`config.mk`:
```
export PLATFORM = sky130hd
export DESIGN_NAME = tfmbs_axi_readback
export DESIGN_NICKNAME = d
export VERILOG_FILES = /design/src/rtl/tfmbs_axi_readback.sv
export SDC_FILE = /design/constraint.sdc
export NUM_CORES = 1
export LEC_CHECK = 0
export ABC_AREA = 0
export BUFFER_PORTS_ARGS = -buffer_cell sky130_fd_sc_hd__buf_2
export CAP_MARGIN = 25
export CORE_AREA = 2 2 289 148
export DETAILED_ROUTE_END_ITERATION = 7
export DIE_AREA = 0 0 291 150
export PLACE_DENSITY = 0.85
export SLEW_MARGIN = 20
export SYNTH_ARGS = -nofsm -noshare
export SYNTH_HDL_FRONTEND = slang
export SYNTH_SLANG_ARGS = --single-unit
```
`constraint.sdc`:
```
create_clock -name clk -period 22 [get_ports clk]
set_clock_uncertainty 0.05 [all_clocks]
set_input_delay 2.2 -clock clk [delete_from_list [all_inputs] [get_ports clk]]
set_output_delay 2.2 -clock clk [all_outputs]
set_load 0.03 [all_outputs]
```
`src/rtl/tfmbs_axi_readback.sv`:
```
// rtl/tfmbs_axi_readback.sv - AXI4-Lite read responder serving lane accumulator snapshots and status.
// Optional FRAME_COUNT register enabled by TFMBS_READBACK_FRAME_COUNT_EN.
module tfmbs_axi_readback #(
    parameter int ADDR_WIDTH = 32,
    parameter int DATA_WIDTH = 32,
    parameter int LANES      = 15
) (
    input  logic                    clk,
    input  logic                    reset_n,
    input  logic [ADDR_WIDTH-1:0]   s_axi_araddr,
    input  logic                    s_axi_arvalid,
    output logic                    s_axi_arready,
    output logic [DATA_WIDTH-1:0]   s_axi_rdata,
    output logic [1:0]              s_axi_rresp,
    output logic                    s_axi_rvalid,
    input  logic                    s_axi_rready,
    input  logic [LANES*32-1:0]     vector_results,
    input  logic                    frame_done,
    output logic                    snap_valid
);

    localparam logic [1:0] RESP_OKAY   = 2'b00;
    localparam logic [1:0] RESP_SLVERR = 2'b10;

    typedef enum logic {
        IDLE = 1'b0,
        RESP = 1'b1
    } state_t;

    state_t state_q, state_d;

    logic                  arready_q;
    logic                  rvalid_q;
    logic [DATA_WIDTH-1:0] rdata_q;
    logic [1:0]            rresp_q;
    logic                  snap_valid_q;
    logic                  overrun_q;
    logic [DATA_WIDTH-1:0] snap_bank [LANES];

    logic [5:0]            reg_idx;
    logic                  upper_zero;
    logic                  ar_accept;
    logic                  status_read;
    logic                  consume_last;
    logic                  capture;
    logic                  overrun_set;
    logic [DATA_WIDTH-1:0] dec_data;
    logic [1:0]            dec_resp;
    logic [1:0]            unused_addr_lsb;

    assign unused_addr_lsb = s_axi_araddr[1:0];

    assign reg_idx    = s_axi_araddr[7:2];
    assign upper_zero = (s_axi_araddr[ADDR_WIDTH-1:8] == '0);
    assign ar_accept  = arready_q && s_axi_arvalid;

    assign status_read  = ar_accept && upper_zero && (reg_idx == 6'd0);
    assign consume_last = ar_accept && upper_zero && (reg_idx == 6'(LANES + 3));

    // A consuming read of the last lane frees the bank in the same cycle, so a
    // coincident frame_done captures instead of overrunning.
    assign capture     = frame_done && (!snap_valid_q || consume_last);
    assign overrun_set = frame_done && snap_valid_q && !consume_last;

`ifdef TFMBS_READBACK_FRAME_COUNT_EN
    logic [31:0] frame_count_q;

    always_ff @(posedge clk) begin
        if (!reset_n) begin
            frame_count_q <= '0;
        end else if (capture) begin
            frame_count_q <= frame_count_q + 32'd1;
        end
    end
`endif

    always_comb begin
        dec_data = '0;
        dec_resp = RESP_SLVERR;
        if (upper_zero) begin
            if (reg_idx == 6'd0) begin
                dec_data = {{(DATA_WIDTH-2){1'b0}}, overrun_q, snap_valid_q};
                dec_resp = RESP_OKAY;
            end
`ifdef TFMBS_READBACK_FRAME_COUNT_EN
            if (reg_idx == 6'd1) begin
                dec_data = DATA_WIDTH'(frame_count_q);
                dec_resp = RESP_OKAY;
            end
`endif
            for (int k = 0; k < LANES; k++) begin
                if (reg_idx == 6'(k + 4)) begin
                    dec_data = snap_bank[k];
                    dec_resp = RESP_OKAY;
                end
            end
        end
    end

    always_comb begin
        state_d = state_q;
        case (state_q)
            IDLE: if (ar_accept) state_d = RESP;
            RESP: if (s_axi_rready) state_d = IDLE;
            default: state_d = IDLE;
        endcase
    end

    always_ff @(posedge clk) begin
        if (!reset_n) begin
            state_q   <= IDLE;
            arready_q <= 1'b0;
            rvalid_q  <= 1'b0;
            rdata_q   <= '0;
            rresp_q   <= RESP_OKAY;
        end else begin
            state_q   <= state_d;
            arready_q <= (state_d == IDLE);
            rvalid_q  <= (state_d == RESP);
            if (ar_accept) begin
                rdata_q <= dec_data;
                rresp_q <= dec_resp;
            end
        end
    end

    always_ff @(posedge clk) begin
        if (!reset_n) begin
            snap_valid_q <= 1'b0;
            overrun_q    <= 1'b0;
            for (int k = 0; k < LANES; k++) begin
                snap_bank[k] <= '0;
            end
        end else begin
            if (capture) begin
                snap_valid_q <= 1'b1;
                for (int k = 0; k < LANES; k++) begin
                    snap_bank[k] <= DATA_WIDTH'(vector_results[k*32 +: 32]);
                end
            end else if (consume_last) begin
                snap_valid_q <= 1'b0;
            end

            if (overrun_set) begin
                overrun_q <= 1'b1;
            end else if (status_read) begin
                overrun_q <= 1'b0;
            end
        end
    end

    assign s_axi_arready = arready_q;
    assign s_axi_rvalid  = rvalid_q;
    assign s_axi_rdata   = rdata_q;
    assign s_axi_rresp   = rresp_q;
    assign snap_valid    = snap_valid_q;

endmodule

```
**Yosys cells after proc, flatten, opt, wreduce, memory -nomap -nowiden**

Memories as Yosys holds them, arrays and structs flattened.
Cells that the tools add are included.

- Memories kept: 1
- Memory bits (writable): 480
- Register bits after elaboration: 38
- Output and inout bits: 37

- Bitwise gates (word level): 17
- Reductions and logical operators: 14
- Mux-type cells: 60
- Eq/ne operators: 15

Memories:

| memory | depth | width | rd ports | clocked after Yosys merged registers in | write ports | RTL line | RTL |
|---|---|---|---|---|---|---|---|
| snap_bank | 15 | 32 | 15 | 0 | 15 | 38 | `logic [DATA_WIDTH-1:0] snap_bank [LANES];` |

Operators by type and width:

| cell | number |
|---|---|
| 2-to-1 mux 32 bit | 31 |
| == test 6 x 4 -> 1 bit (second input constant) | 8 |
| 2-to-1 mux 2 bit | 18 |
| == test 6 x 3 -> 1 bit (second input constant) | 4 |
| zero test 24 bit | 1 |
| == test 6 x 5 -> 1 bit (second input constant) | 3 |
| OR 1 bit | 15 |
| 2-to-1 mux 1 bit | 10 |
| logical AND 1 bit | 7 |
| zero test 6 bit | 1 |
| nonzero test 2 bit | 2 |
| zero test 1 bit | 2 |
| NOT 1 bit | 2 |
| case mux 1 bit (2 select lines) | 1 |
| logical OR 1 bit | 1 |

**Longest topological paths before layout**

Gate-level depths: netlist of run 1.

- Depth after elaboration: 18
- Depth in mapped cells: 10

**Worst setup path before layout of run 1**

OpenSTA, ideal clock, no wires.

- Kind: input to register
- Start: input s_axi_araddr[12]
- End: memory snap_bank[0][0] (enable)
- Data arrival time: 13.888 ns
- Cell stages on the path: 6
- Library setup time: 0.865 ns
- Setup slack: 7.197 ns
- Cells stage by stage: or4_1 or4_1 or3_1 o21ai_2 nand2_1 nand2_1

RTL lines:

| what | RTL line | RTL |
|---|---|---|
| start: declaration | 10 | `input logic [ADDR_WIDTH-1:0] s_axi_araddr,` |
| end: declaration | 38 |  |

==> results.md, run 1 <==
* Commonest non-fill, non-tap cells in the layout: buf_2, and2_1, edfxtp_1
* Sequential share of the synthesized area at 64.12%
* Avg WL per Cell at 24.45 µm
* Post-synthesis compound-gate area fraction at 9.862%
* Max VDD drop at 0.05715 mV
* Slowest cell delay on critical path at 0.81 ns
* Unrepaired setup endpoints after global routing: no
* Fmax at 166.8 MHz
* Die X at 291 µm
* Antenna Nets Post-Route at 0
* Pre-antenna DRT Iters at 6
* Pins over their slew limit at 0
* CTS tree: built
* Chip height at 150 µm
* Outcome: finished clean
* Post-Synth XOR/XNOR Area at 0%
* Synthesized instance count at 1,841
* Vias post-DR at 17,550
* Io pins at 554
* Clock sink count at 517
* H-tree levels at 2
* Clock Pin Slew Worst Setup and Hold Paths at 0.07 ns
* Setup ws final at 16.00 ns
* DRC Markers at 0
* WHS at 0.4295 ns
* Crit path time final at 5.997 ns
* Largest family of logic cells by synthesized area: simple AND/OR/NAND/NOR gates
* Leak at 11.32 nW
* Final nets at 2,844
* GRT Total Usage at 31.97%
* Design area at 0.02813 mm²
* Starting DRC count in detailed routing at 2,346
* Post-CTS setup buffers at 0
* Fin crit share at 27.26%
* # setup viols final at 0
* NetSw at 487.4 µW
* Drt via density at 5.982
* Total grt overflow at 0
* Crit-path cells: buf_2 > or4_1 > or4_1 > or3_1 > o21ai_2 > nand2_1 > nand2_4 > buf_12
* Area of the die at 0.04365 mm²
* EDFF count, synth at 480
* Post-DP HPWL at 48,870 µm
* Top cell by count, worst path: or4_1
* # port buffers at 550
* Fraction of layout cells with a size suffix above 1 at 29.72%
* Initial Utilization at 57.21%
* Vias in the first global route at 17,190
* Seq pwr share at 54.4%
* Synth Warn # at 0
* Final wirelength at 71,720 µm
* Mapped Area at 0.02364 mm²
* Final Hold Vio Count at 0
* Synth unique cells at 63
* Measured slew at the worst slew-check pin at 1.199 ns
* Cts-stage hold buffer count at 0
* Power consumption at 2.161 mW
* Clock power share at 36.9%
* Critical Path Sink Type: flop
* Post-synthesis mux area share at 4.701%
* Tightest Hold Check Type: flop to flop
* Synth Net Count at 2,358
* Internal at 1.673 mW
* Worst path slowest cell: or3_1
* Commonest non-fill, non-tap cell in the layout: buf_2
* Power Density at 76.81 mW/mm²
* Setup WS pre-CTS at 15.11 ns
* Worst skew pair latency at 0.56 ns
* Synth Area in Adders at 0%
* Yosys reg bits at 517
* Synth Area in Simple Gates at 17.87%
* Crit path required time at 22.12 ns
* Initial antenna violation count at 20
* TritonCTS Buffers at 44
* Area of the core at 0.04131 mm²
* Routability cong. at 0.9153
* Max cap viols at 0
* Async SR Flop Fraction at 0%
* Area grow syn2layout at 19.00%
* First-pass GRT wire length at 103,200 µm
* Cts repair resizes at 0
* Placed Area at 0.02657 mm²
* Total negative slack at 0 ns
* Worst rel slew slack at 20.09%
* Logic gate share of total power at 8.7%
* Rows at 53
* Pin count of the biggest net entering global routing at 207
* Sw Ratio at 22.56%
* CTS Buffer Depth at 3
* Crit Path Max Fanout at 206
* Avg Cell Area, Syn at 12.84 µm²
* CP Launch Type: primary input
* Clock root cell: clkbuf_16
* Synth Flop Type: edfxtp_1
* Worst Path Arrival at 6.12 ns
* Crit path kind: primary input to flop
-- sequential cells by signal, indices dropped and copies added (netlist names) --
name / flops
overrun_q: 1
s_axi_arready: 1
s_axi_rdata: 32
s_axi_rresp: 1
s_axi_rvalid: 1
snap_bank: 480
snap_valid: 1
-- area by class of cell --
class,instances,area [µm²]
Tap cell,550,688.2
Inverter,5,18.77
Sequential cell,517,15150
Timing Repair Buffer,577,3039
Antenna cell,25,62.56
Fill cell,2992,13190
Multi-Input combinational cell,1182,7742
Clock inverter,22,244.0
Clock buffer,56,1177
-- routing by layer --
layer  up-vias  track usage (%)  routed length (µm)
li1       7758                -                   -
met1      8552            43.34               27550
met2      1090            52.06               33980
met3       148            6.713                7968
met4         2            10.75                2220
met5         -                0                   7
-- cells in the mapped netlist, types with 3 or more instances --
master / count / share of area, %
and2_1: 483 / 13
edfxtp_1: 480 / 61
nand2_1: 117 / 1.9
o21ai_0: 91 / 1.9
a21oi_1: 89 / 1.9
clkbuf_1: 83 / 1.3
nor2_1: 83 / 1.3
dfxtp_1: 37 / 3.1
mux4_2: 35 / 3.3
o22ai_1: 34 / 0.90
buf_6: 30 / 1.4
a221oi_1: 25 / 0.93
mux2i_1: 21 / 0.89
nand3_1: 18 / 0.38
a22oi_1: 17 / 0.54
nor3_1: 14 / 0.30
o2111ai_1: 14 / 0.52
a221o_1: 13 / 0.55
o211ai_1: 11 / 0.35
mux2_2: 10 / 0.48
a2bb2oi_1: 9 / 0.33
buf_1: 9 / 0.14
o221ai_1: 9 / 0.33
buf_2: 8 / 0.17
a31oi_1: 7 / 0.19
nand2b_1: 7 / 0.19
a211oi_1: 6 / 0.19
a32oi_1: 5 / 0.19
nand4_1: 5 / 0.13
or3_1: 5 / 0.13
or4_1: 5 / 0.16
a22o_1: 4 / 0.15
inv_1: 4 / 0.064
nor2b_1: 4 / 0.11
a21o_1: 3 / 0.095
buf_8: 3 / 0.19
nor4_1: 3 / 0.079
o21ai_1: 3 / 0.064
o31ai_1: 3 / 0.095
o41ai_1: 3 / 0.11
-- metrics by stage --
stage / cells / utilization (%)
after floorplan: 1841 / -
after global placement: 2827 / 64.29
after detailed placement: 2828 / 64.32
after CTS: 2906 / 67.76
after global routing: 2925 / 68.03
final: 2934 / 68.08
-- worst paths after layout --
kind,from,end,slack (ns),cells past startpoint
setup / recovery,s_axi_araddr[12],snap_bank[1][155],16.00,8
hold / removal,s_axi_rdata[17],s_axi_rdata[17],0.43,2
setup reg to reg,s_axi_arready,snap_bank[1][155],17.91,7
hold reg to reg,s_axi_rdata[17],s_axi_rdata[17],0.43,2
-- cell families after synthesis --
| logic type | Yosys count |
|---|---|
| buf+inv | 142 |
| other cells | 1 |
| flops | 517 |
| simple gates | 755 |
| compound gates | 360 |
| mux | 66 |
-- power groups by stage --
stage	Sequential [mW]	Combinational, mW	Clock, mW
after detailed placement	1.19	0.185	0
after global routing	1.18	0.203	0.836
after CTS	1.17	0.187	0.801
after floorplan	1.22	0.104	0
final	1.17	0.189	0.798
after global placement	1.19	0.181	0
-- worst max-delay path, delay by kind of cell --
| family | cells | cell delay, ns |
|---|---|---|
| buffers and inverters | 2 | 0.86 |
| AO/OA/AOI/OAI | 1 | 0.36 |
| AND/OR/NAND/NOR | 5 | 2.44 |
Power figures use the tool's default switching activity.
==> inputs of run 2 (changes only) <==
--- a/config.mk
+++ b/config.mk
@@ -8,10 +8,10 @@
 export ABC_AREA = 0
 export BUFFER_PORTS_ARGS = -buffer_cell sky130_fd_sc_hd__buf_2
 export CAP_MARGIN = 25
-export CORE_AREA = 2 2 289 148
+export CORE_AREA = 2 2 299 153
 export DETAILED_ROUTE_END_ITERATION = 7
-export DIE_AREA = 0 0 291 150
-export PLACE_DENSITY = 0.85
+export DIE_AREA = 0 0 301 155
+export PLACE_DENSITY = 0.8
 export SLEW_MARGIN = 20
 export SYNTH_ARGS = -nofsm -noshare
 export SYNTH_HDL_FRONTEND = slang
==> constraint.sdc (replaced) <==
create_clock -name clk -period 5.6 [get_ports clk]
set_clock_uncertainty 0.05 [all_clocks]
set_input_delay 0.56 -clock clk [delete_from_list [all_inputs] [get_ports clk]]
set_output_delay 0.56 -clock clk [all_outputs]
set_load 0.03 [all_outputs]
==> run 2 against run 1 <==
  * Combinational power increased to 4.0 times the previous value
  * Hold slack got worse by 0.22 ns
  * Final cell count grew 2.1%
  * Final area up 0.99%
  * Critical endpoint is now snap_bank[0][251]
  * Sequential share of layout area shrank 0.53 points
  * Sequential cell count is the same
  * Critical path type unchanged
==> results.md, run 2 (synthesized netlist as in run 1, its figures left out) <==
* H-tree levels at 2 (unchanged)
* Commonest non-fill, non-tap cell in the layout: buf_2 (unchanged)
* Initial antenna violation count at 20 (unchanged)
* Crit path kind: primary input to flop (unchanged)
* First-pass GRT wire length at 104,500 µm (was 103,200 µm)
* Cts-stage hold buffer count at 0 (unchanged)
* Power Density at 304.7 mW/mm² (was 76.81 mW/mm²)
* Area of the die at 0.04666 mm² (was 0.04365 mm²)
* Reg-to-Reg Start: s_axi_arready (unchanged)
* Fmax at 269.3 MHz
* Unrepaired setup endpoints after global routing: no (unchanged)
* Worst rel slew slack at 25.57% (was 20.09%)
* Final wirelength at 72,740 µm (was 71,720 µm)
* Max cap viols at 0 (unchanged)
* Inst Count DP at 2,889 (was 2,828)
* Crit path required time at 5.75 ns (was 22.12 ns)
* TritonCTS Buffers at 46 (was 44)
* Max VDD drop at 0.2243 mV (was 0.05715 mV)
* Setup ws final at 1.887 ns (was 16.00 ns)
* Clock sink count at 517 (unchanged)
* Leak at 11.44 nW (was 11.32 nW)
* Crit Path Max Fanout at 70 (was 206)
* Min-delay src: vector_results[310] (was s_axi_rdata[17])
* Setup WS pre-CTS at 1.343 ns (was 15.11 ns)
* Crit path buffers/inverters at 3 (was 2)
* Chip height at 155 µm (was 150 µm)
* Max reg flops at 480 (unchanged)
* Vias in the first global route at 17,180 (was 17,190)
* Area grow syn2layout at 20.18% (was 19.00%)
* Crit path time final at 3.713 ns
* Commonest non-fill, non-tap cells in the layout: buf_2, and2_1, edfxtp_1 (unchanged)
* Die X at 301 µm (was 291 µm)
* Critical path depth at 9 (was 8)
* WHS Path Cells at 2 (unchanged)
* Post-DP HPWL at 51,160 µm (was 48,870 µm)
* Drt via density at 5.896 (was 5.982)
* Total grt overflow at 0 (unchanged)
* Top delay family on crit path: simple AND/OR/NAND/NOR gates (unchanged)
* Fin crit share at 66.30%
* Vias post-DR at 17,660 (was 17,550)
* CP Launch Type: primary input (unchanged)
* Pin count of the biggest net entering global routing at 101 (was 207)
* Area of the core at 0.04439 mm² (was 0.04131 mm²)
* Tightest Hold Check Type: primary input to flop (was flop to flop)
* Total negative slack at 0 ns (unchanged)
* Worst Path Arrival at 3.86 ns (was 6.12 ns)
* R2R cell count at 8 (was 7)
* GRT Total Usage at 30.39% (was 31.97%)
* Worst R2R Setup Slack at 2.17 ns (was 17.91 ns)
* Pins over their slew limit at 0 (unchanged)
* Final nets at 2,857 (was 2,844)
* Reg-to-reg endpoint: snap_bank[0][251] (was snap_bank[1][155])
* Clock Pin Slew Worst Setup and Hold Paths at 0.07 ns (about the same)
* Cts repair resizes at 0 (unchanged)
* Post-CTS setup buffers at 0 (unchanged)
* Final Hold Vio Count at 0 (unchanged)
* Outcome: finished clean (unchanged)
* Pre-antenna DRT Iters at 7 (was 6)
* Crit-path cells: buf_2 > or4_1 > or4_1 > or3_1 > buf_4 > o21ai_2 > nand2_1 > nand2_8 > buf_4 (was buf_2 > or4_1 > or4_1 > or3_1 > o21ai_2 > nand2_1 > nand2_4 > buf_12)
* Critical Path Sink Type: flop (unchanged)
* CTS tree: built (unchanged)
* Starting DRC count in detailed routing at 2,156 (was 2,346)
* Final std cells w/o fill at 2,995 (was 2,934)
* Avg WL per Cell at 24.29 µm (was 24.45 µm)
* # port buffers at 550 (unchanged)
* Slowest cell delay on critical path at 0.57 ns (was 0.81 ns)
* Rows at 55 (was 53)
* Fillcell total at 3,355 (was 2,992)
* Routability cong. at 0.9104 (was 0.9153)
* Worst path slowest cell: or4_1 (was or3_1)
* Io pins at 554 (unchanged)
* CTS Buffer Depth at 3 (unchanged)
* Fraction of layout cells with a size suffix above 1 at 30.35% (was 29.72%)
* Worst skew pair latency at 0.57 ns (was 0.56 ns)
* Reg with most FFs: snap_bank (unchanged)
* Clock root cell: clkbuf_16 (unchanged)
* Antenna Nets Post-Route at 0 (unchanged)
* DRC Markers at 0 (unchanged)
* End of the worst hold path: snap_bank[1][54] (was s_axi_rdata[17])
* Initial Utilization at 53.25% (was 57.21%)
* Measured slew at the worst slew-check pin at 1.115 ns (was 1.199 ns)
* # setup viols final at 0 (unchanged)
==> run 2: changes by cell type in the layout (fill, tap and decap cells not counted), moves of 2 or more <==
cell       before  now
diode_2        25   21
buf_12          2    8
clkbuf_16      45   47
clkinv_4        4    1
clkbuf_1       10    4
buf_16          2    0
clkinv_2        5    7
clkinv_1        7   12
inv_6           0    3
buf_4          24   31
==> run 2: final cells by class <==
type	count	area [µm²]	area share [%]
inverters	5	18.77	0.06607
well taps	598	748.2	2.634
multi-input cells	1182	7749	27.28
clock inverters	31	310.3	1.092
diodes	21	52.55	0.1850
clock buffers	53	1219	4.290
repair buffers	588	3153	11.10
flip-flops and latches	517	15150	53.35
==> run 2: power by group <==
| part | switching, mW | internal, mW | leakage [nW] |
|---|---|---|---|
| Combinational | 0.428 | 0.328 | 5.24 |
| Sequential | 0.0868 | 4.53 | 5.45 |
| Clock | 1.45 | 1.84 | 0.747 |
==> run 2: how the worst max path moves through the flow <==
stage	endpoint	slack, ns	from
after CTS	snap_bank[0][251]	1.94	s_axi_araddr[12]
after global placement	snap_bank[0][28]	1.41	s_axi_araddr[12]
final	snap_bank[0][251]	1.89	s_axi_araddr[12]
after floorplan	snap_bank[0][0]	0.94	s_axi_araddr[12]
after global routing	snap_bank[0][251]	1.77	s_axi_araddr[12]
after detailed placement	snap_bank[0][60]	1.34	s_axi_araddr[12]
==> run 2: worst register-to-register path: stages, from the launching register on <==
cell and delay [ns]:
dfxtp_1 0.35, nand2_1 0.09, or4_1 0.51, or3_1 0.38
buf_4 0.24, o21ai_2 0.22, nand2_1 0.17, nand2_8 0.51
buf_4 0.54
==> run 2: stage by stage <==
step	instance area [µm²]	util [%]	hold WS, ns	total power [mW]
2_1_floorplan	23650	-	0.4050	5.090
3_3_place_gp	26800	60.39	0.4174	5.411
3_5_place_dp	26820	60.41	0.4265	5.442
4_1_cts	28340	63.86	0.1961	8.680
5_1_grt	28390	63.97	0.2048	8.906
6_report	28400	63.99	0.2136	8.656
==> run 2: routing by layer <==
layer / routed length (µm) / track usage, % / part of all wire (%)
met1: 28670 / 41.88 / 39
met2: 33810 / 47.56 / 46
met3: 7865 / 7.164 / 11
met4: 2381 / 10.87 / 3.3
met5: 13 / 0 / 0.018
